--- src/rtl/tt_scan_pkg.sv ---
// -----------------------------------------------------------------------------
// tt_scan_pkg
// Shared types and constants for the truth-table scan controller.
//   tt_state_t : scan sequencer states
//   TT_GOLDEN  : default golden truth table (bit k = y for input index k)
//   n_vec()    : number of input vectors for a given input count
// -----------------------------------------------------------------------------
package tt_scan_pkg;

    typedef enum logic [1:0] {
        IDLE,
        APPLY,
        CAPTURE,
        DONE
    } tt_state_t;

    localparam logic [15:0] TT_GOLDEN = 16'hA7FF;

    function automatic int n_vec(input int n_in);
        return 2 ** n_in;
    endfunction

endpackage

--- src/rtl/tt_scan_ctrl_if.sv ---
// -----------------------------------------------------------------------------
// tt_scan_ctrl_if
// Board-side control/status bundle of the scan controller.
//   start        : begin a scan (driven by master)
//   busy         : scan in progress
//   done         : one-cycle end-of-scan pulse
//   pass         : captured table matched the golden table
//   result_o     : captured truth table
//   err_cnt_o    : number of mismatching vectors
//   first_fail_o : lowest mismatching index
// Modports: master (button/LED side), slave (the controller).
// -----------------------------------------------------------------------------
interface tt_scan_ctrl_if #(
    parameter int N_IN = 4
) ();
    logic                   start;
    logic                   busy;
    logic                   done;
    logic                   pass;
    logic [2**N_IN-1:0]     result_o;
    logic [N_IN:0]          err_cnt_o;
    logic [N_IN-1:0]        first_fail_o;

    modport master (
        output start,
        input  busy, done, pass, result_o, err_cnt_o, first_fail_o
    );

    modport slave (
        input  start,
        output busy, done, pass, result_o, err_cnt_o, first_fail_o
    );
endinterface

--- src/rtl/tt_settle_cnt.sv ---
// -----------------------------------------------------------------------------
// tt_settle_cnt
// Loadable down-counter timing how long each vector is held.
//   clk, rst_n : clock, async active-low reset
//   load_i     : load SETTLE-1 (asserted on the edge that enters APPLY)
//   dec_i      : count down while holding
//   zero_o     : counter has expired; last hold cycle
// -----------------------------------------------------------------------------
module tt_settle_cnt #(
    parameter int SETTLE = 1
) (
    input  logic clk,
    input  logic rst_n,
    input  logic load_i,
    input  logic dec_i,
    output logic zero_o
);
    localparam int W = (SETTLE > 1) ? $clog2(SETTLE) : 1;

    logic [W-1:0] cnt_q;

    // NOTE: sequential state uses non-blocking assignments so every register
    // samples pre-edge values, independent of block ordering.
    always_ff @(posedge clk or negedge rst_n) begin
        if (!rst_n) begin
            cnt_q <= '0;
        end else if (load_i) begin
            cnt_q <= W'(SETTLE - 1);
        end else if (dec_i && (cnt_q != '0)) begin
            cnt_q <= cnt_q - W'(1);
        end
    end

    assign zero_o = (cnt_q == '0);
endmodule

--- src/rtl/tt_scan_ctrl.sv ---
// -----------------------------------------------------------------------------
// tt_scan_ctrl
// Self-test sequencer: sweeps all 2**N_IN input vectors through an external
// combinational function, captures y for each, and compares the captured truth
// table with EXPECTED.
//   clk, rst_n : clock, async active-low reset
//   ctrl       : tt_scan_ctrl_if.slave (start/busy/done/pass/result/errors)
//   vec_o      : vector driven to the function, {a,b,c,d}, a = MSB
//   y_i        : function output
// Optional feature macro: TT_SCAN_STOP_ON_FAIL_EN -- end the scan at the first
// mismatching vector instead of completing the sweep.
// -----------------------------------------------------------------------------
module tt_scan_ctrl
    import tt_scan_pkg::*;
#(
    parameter int                    N_IN     = 4,
    parameter int                    SETTLE   = 1,
    parameter logic [2**N_IN-1:0]    EXPECTED = TT_GOLDEN
) (
    input  logic                clk,
    input  logic                rst_n,
    tt_scan_ctrl_if.slave       ctrl,
    output logic [N_IN-1:0]     vec_o,
    input  logic                y_i
);
    localparam int N_VEC = n_vec(N_IN);

    tt_state_t              state_q;
    logic [N_IN-1:0]        idx_q;
    logic [N_IN-1:0]        vec_q;
    logic [N_VEC-1:0]       result_q;
    logic [N_VEC-1:0]       result_d;
    logic [N_IN:0]          err_q;
    logic [N_IN-1:0]        ff_q;
    logic                   busy_q;
    logic                   done_q;
    logic                   pass_q;

    logic                   mismatch;
    logic                   last_vec;
    logic                   scan_end;
    logic                   enter_apply;
    logic                   settle_zero;
    logic [N_IN-1:0]        idx_d;

    assign mismatch = (y_i != EXPECTED[idx_q]);
    assign last_vec = (idx_q == N_IN'(N_VEC - 1));
    assign idx_d    = idx_q + N_IN'(1);

`ifdef TT_SCAN_STOP_ON_FAIL_EN
    assign scan_end = last_vec || mismatch;
`else
    assign scan_end = last_vec;
`endif

    assign enter_apply = ((state_q == IDLE) && ctrl.start) ||
                         ((state_q == CAPTURE) && !scan_end);

    // Truth table as it will look after this cycle's capture; pass is judged
    // on it so pass is already valid in the DONE cycle.
    always_comb begin
        result_d        = result_q;
        result_d[idx_q] = y_i;
    end

    tt_settle_cnt #(
        .SETTLE (SETTLE)
    ) u_settle (
        .clk    (clk),
        .rst_n  (rst_n),
        .load_i (enter_apply),
        .dec_i  (state_q == APPLY),
        .zero_o (settle_zero)
    );

    always_ff @(posedge clk or negedge rst_n) begin
        if (!rst_n) begin
            state_q  <= IDLE;
            idx_q    <= '0;
            vec_q    <= '0;
            result_q <= '0;
            err_q    <= '0;
            ff_q     <= '0;
            busy_q   <= 1'b0;
            done_q   <= 1'b0;
            pass_q   <= 1'b0;
        end else begin
            done_q <= 1'b0;
            unique case (state_q)
                IDLE: begin
                    if (ctrl.start) begin
                        result_q <= '0;
                        err_q    <= '0;
                        ff_q     <= '0;
                        pass_q   <= 1'b0;
                        idx_q    <= '0;
                        vec_q    <= '0;
                        busy_q   <= 1'b1;
                        state_q  <= APPLY;
                    end
                end
                APPLY: begin
                    if (settle_zero) state_q <= CAPTURE;
                end
                CAPTURE: begin
                    result_q <= result_d;
                    if (mismatch) begin
                        err_q <= err_q + (N_IN + 1)'(1);
                        // err_q still zero means this is the lowest failing index.
                        if (err_q == '0) ff_q <= idx_q;
                    end
                    if (scan_end) begin
                        done_q  <= 1'b1;
                        pass_q  <= (result_d == EXPECTED);
                        state_q <= DONE;
                    end else begin
                        idx_q   <= idx_d;
                        vec_q   <= idx_d;
                        state_q <= APPLY;
                    end
                end
                DONE: begin
                    busy_q  <= 1'b0;
                    state_q <= IDLE;
                end
                default: state_q <= IDLE;
            endcase
        end
    end

    assign vec_o             = vec_q;
    assign ctrl.busy         = busy_q;
    assign ctrl.done         = done_q;
    assign ctrl.pass         = pass_q;
    assign ctrl.result_o     = result_q;
    assign ctrl.err_cnt_o    = err_q;
    assign ctrl.first_fail_o = ff_q;
endmodule

--- src/flat_wrapper.sv ---
// flat-port wrapper written by rule: the top's interface ports become plain ports
module tt_scan_ctrl_flat import tt_scan_pkg::*;
#(
    parameter int                    N_IN     = 4,
    parameter int                    SETTLE   = 1,
    parameter logic [2**N_IN-1:0]    EXPECTED = TT_GOLDEN
)
  (clk, rst_n, vec_o, y_i, ctrl_start, ctrl_busy, ctrl_done, ctrl_pass, ctrl_result_o, ctrl_err_cnt_o, ctrl_first_fail_o);
  tt_scan_ctrl_if #(.N_IN(N_IN)) ctrl_i ();
  input  logic clk;
  input  logic rst_n;
  output logic [N_IN-1:0] vec_o;
  input  logic y_i;
  input wire logic [$bits(ctrl_i.start)-1:0] ctrl_start;
  output wire logic [$bits(ctrl_i.busy)-1:0] ctrl_busy;
  output wire logic [$bits(ctrl_i.done)-1:0] ctrl_done;
  output wire logic [$bits(ctrl_i.pass)-1:0] ctrl_pass;
  output wire logic [$bits(ctrl_i.result_o)-1:0] ctrl_result_o;
  output wire logic [$bits(ctrl_i.err_cnt_o)-1:0] ctrl_err_cnt_o;
  output wire logic [$bits(ctrl_i.first_fail_o)-1:0] ctrl_first_fail_o;
  assign ctrl_i.start = ctrl_start;
  assign ctrl_busy = ctrl_i.busy;
  assign ctrl_done = ctrl_i.done;
  assign ctrl_pass = ctrl_i.pass;
  assign ctrl_result_o = ctrl_i.result_o;
  assign ctrl_err_cnt_o = ctrl_i.err_cnt_o;
  assign ctrl_first_fail_o = ctrl_i.first_fail_o;
  tt_scan_ctrl #(.N_IN(N_IN), .SETTLE(SETTLE), .EXPECTED(EXPECTED)) u_core (.clk(clk), .rst_n(rst_n), .ctrl(ctrl_i), .vec_o(vec_o), .y_i(y_i));
endmodule
--- config.mk ---
export PLATFORM = sky130hd
export DESIGN_NAME = tt_scan_ctrl_flat
export DESIGN_NICKNAME = d
export VERILOG_FILES = /design/src/rtl/tt_scan_pkg.sv /design/src/rtl/tt_scan_ctrl_if.sv /design/src/rtl/tt_settle_cnt.sv /design/src/rtl/tt_scan_ctrl.sv /design/src/flat_wrapper.sv
export SDC_FILE = /design/constraint.sdc
export NUM_CORES = 1
export LEC_CHECK = 0
export ABC_CLOCK_PERIOD_IN_PS = 2600
export CORE_MARGIN = 5
export CORE_UTILIZATION = 53
export DETAILED_ROUTE_END_ITERATION = 8
export PLACE_DENSITY = 0.86
export RECOVER_POWER = 100
export SYNTH_ARGS = -nofsm -noshare
export SYNTH_HDL_FRONTEND = slang
export SYNTH_SLANG_ARGS = --single-unit
--- constraint.sdc ---
create_clock -name clk -period 2.6 [get_ports clk]
set_input_delay 0.52 -clock clk [delete_from_list [all_inputs] [get_ports clk]]
set_output_delay 0.52 -clock clk [all_outputs]
set_load 0.02 [all_outputs]
==> impl_metrics.yaml <==
outcome:
  status: "finished clean"
floorplanning:
  initial_core_util_pct: 53.8
  coreArea_um2: 3940
  core.rowCount: 23
  ioPinCount: 36
  dieArea_um2: 5360
  die_h_um: 73.2
  die_w_um: 73.2
placed_design:
  hpwl_um: 3830
  place_area_um2: 2530
  gp_congestion: 0.929
  portBuffers: 35
  pre_cts_ws_ns: 0.282
synthesis:
  yosysSeqAreaShare_pct: 41.3
  syn_nets: 241
  syn_inst: 230
  synth_warnings: 0
  muxShareOfSynthArea_pct: 6.02
  synth_simple_gate_area_share_pct: 18.7
  synth-edff-count: 0
  ys_types: 48
  ys_seq_elements: 35
  synth_compound_area_share_pct: 23.3
  synthArstFlopShare_pct: 100
  synth_adder_area_share_pct: 4.13
  dominantRegCellSynth: "dfrtp_1"
  netlist_area_um2: 2120
  synth-xor-area-share_pct: 0.767
  synth.avg_cell_area_um2: 9.22
  synth_top_family_by_area: "compound AO/OA/AOI/OAI gates"
sta:
  clock_skew_ns: 0.00562
  tightest_slew_ns: 0.880
  max_freq_mhz: 420
  hold_ws_ns: 0.474
  finalHoldViolations: 0
  layout_setup_ws_ns: 0.220
  totalNegativeSetupSlack_ns: 0
  finalSetupViolCount: 0
  rsz0062_at_grt: "false"
  finalMaxSlewViolations: 0
  timing.final.crit_share_pct: 91.5
  max_slew_margin_pct: 41.4
  fin_crit_ns: 2.38
flow_run:
  max_cap_viol_count: 0
detailed_routing:
  via_per_inst: 6.08
  wl_per_cell_um: 16.8
  drtPass1Iterations: 4
  route.detailed.drc: 0
  vias: 1934
  first_iter_violations: 129
  wl_um: 5350
  drtAntennaViolNets: 0
worst_setup_path:
  path_cells: "dlygate4sd3_1"
  start_kind: "register"
  slowest_delay_ns: 0.80
  end_kind: "output port"
  crit_family: "flip-flops"
  slowest_stage: "dfrtp_1"
  crit_required_ns: 2.08
  worstReg2RegEnd: "u_core.ctrl.err_cnt_o[3]$_DFFE_PN0P_"
  critical_path.max_fanout: 19
  reg2regPathDepth: 5
  path_class: "reg2out"
  crit_arrival_ns: 1.86
  worstReg2RegStart: "u_core.state_q[1]$_DFFE_PN0P_"
  rrSetupSlack_ns: 0.24
  critPathBufInv: 1
pwr:
  p_total_uw: 1940
  p_per_area_nw_per_um2: 763
  ir_drop_mv: 0.678
  power.leakage_uw: 0.00118
clocking:
  tritoncts: "built"
  h-tree-depth: 2
  cts_buffers: 5
  insertion_delay_ns: 0.29
  clockRootBuffer: "clkbuf_8"
  cts_resized: 0
  clockBufferDepth: 2
  clkSinkCount: 35
  path_clk_slew_ns: 0.07
  post-cts-setup-buffers: 0
  hold_buffers: 0
finish:
  layout_commonest_cell: "dfrtp_1"
  diodes: 0
  drive_gt1_share_pct: 8.21
  stdcell_area_um2: 2540
  syn_to_final_growth_pct: 20.0
  layout_common_cells: "35 x dfrtp_1, 34 x dlygate4sd3_1, 30 x o21ai_0, 27 x nand2_1, 18 x a21oi_1"
  fin_nets: 278
min_path:
  min_path_cells: 1
  min_to: "u_core.state_q[1]$_DFFE_PN0P_"
  hold_start: "u_core.u_settle.cnt_q$_DFFE_PN0P_"
  holdCritPathClass: "reg2reg"
global_routing:
  antenna_found_initial: 0
  grt_pass1_wl_um: 9030
  grt_max_degree: 36
  track_usage_pct: 22.2
  overflow: 0
  grt_pass1_vias: 1824
## cell families after synthesis
group	after synthesis
adders and majority gates	7
xor gates and xnor gates	1
and+or+nand+nor	74
DFF	35
AOI/OAI and AO/OA	74
muxes	12
buffers and inverters	27
## synth_stat cells, drive strengths merged (7+ instances only)
master	instances	share of area (%)
nor2b	7	2.3
buf	8	2.4
mux2i	9	4.3
o21ai	30	7.1
inv	12	2.1
nand2	27	4.8
nand3	14	3.3
nor2	7	1.2
ha	7	4.1
a21oi	18	4.3
dfrtp	35	41
## cell type report
type | instances | area [um^2]
Fill cell | 346 | 1400
Multi-Input combinational cell | 168 | 1070
Sequential cell | 35 | 876
Timing Repair Buffer | 44 | 408
Clock buffer | 7 | 76.3
Tap cell | 50 | 62.6
Inverter | 13 | 48.8
Clock inverter | 1 | 5.00
## layer usage
| layer | vias up | share of wire (%) | GRT usage, % |
|---|---|---|---|
| met1 | 942 | 44 | 31.2 |
| met4 | 0 | 1.9 | 7.99 |
| met5 | - | 0 | 0 |
| li1 | 903 | - | - |
| met3 | 9 | 6.7 | 4.82 |
| met2 | 80 | 48 | 33.6 |
## flip-flops by register name, indices dropped and copies added, names as in the netlist
name	flops
u_core.ctrl.first_fail_o	4
u_core.ctrl.result_o	16
u_core.ctrl.done	1
u_core.state_q	2
u_core.ctrl.err_cnt_o	5
u_core.ctrl.busy	1
u_core.ctrl.pass	1
u_core.idx_q	4
u_core.u_settle.cnt_q	1
## power by group
part,internal [uW],switching [uW]
logic,298,537
clock network,188,185
registers,619,112
total,1110,834
## how the worst max path moves through the flow
| stage | start | endpoint | slack (ns) | cells past startpoint |
|---|---|---|---|---|
| 2_1_floorplan | u_core.idx_q[0]$_DFFE_PN0P_ | u_core.ctrl.pass$_DFFE_PN0P_ | 0.59 | 7 |
| 3_3_place_gp | y_i | u_core.ctrl.pass$_DFFE_PN0P_ | 0.36 | 6 |
| 3_5_place_dp | y_i | u_core.ctrl.pass$_DFFE_PN0P_ | 0.28 | 6 |
| 4_1_cts | u_core.idx_q[3]$_DFFE_PN0P_ | vec_o[3] | 0.20 | 1 |
| 5_1_grt | u_core.idx_q[0]$_DFFE_PN0P_ | u_core.ctrl.pass$_DFFE_PN0P_ | 0.12 | 6 |
| 6_report | u_core.idx_q[3]$_DFFE_PN0P_ | vec_o[3] | 0.22 | 1 |
## through the flow
| stage | utilization, % | instances |
|---|---|---|
| CTS | 66.1 | 318 |
| floorplan | - | 230 |
| detailed placement | 64.1 | 310 |
| global route | 64.5 | 318 |
| global placement | 64.1 | 310 |
| finish | 64.5 | 318 |
Power figures use the tool's default switching activity.
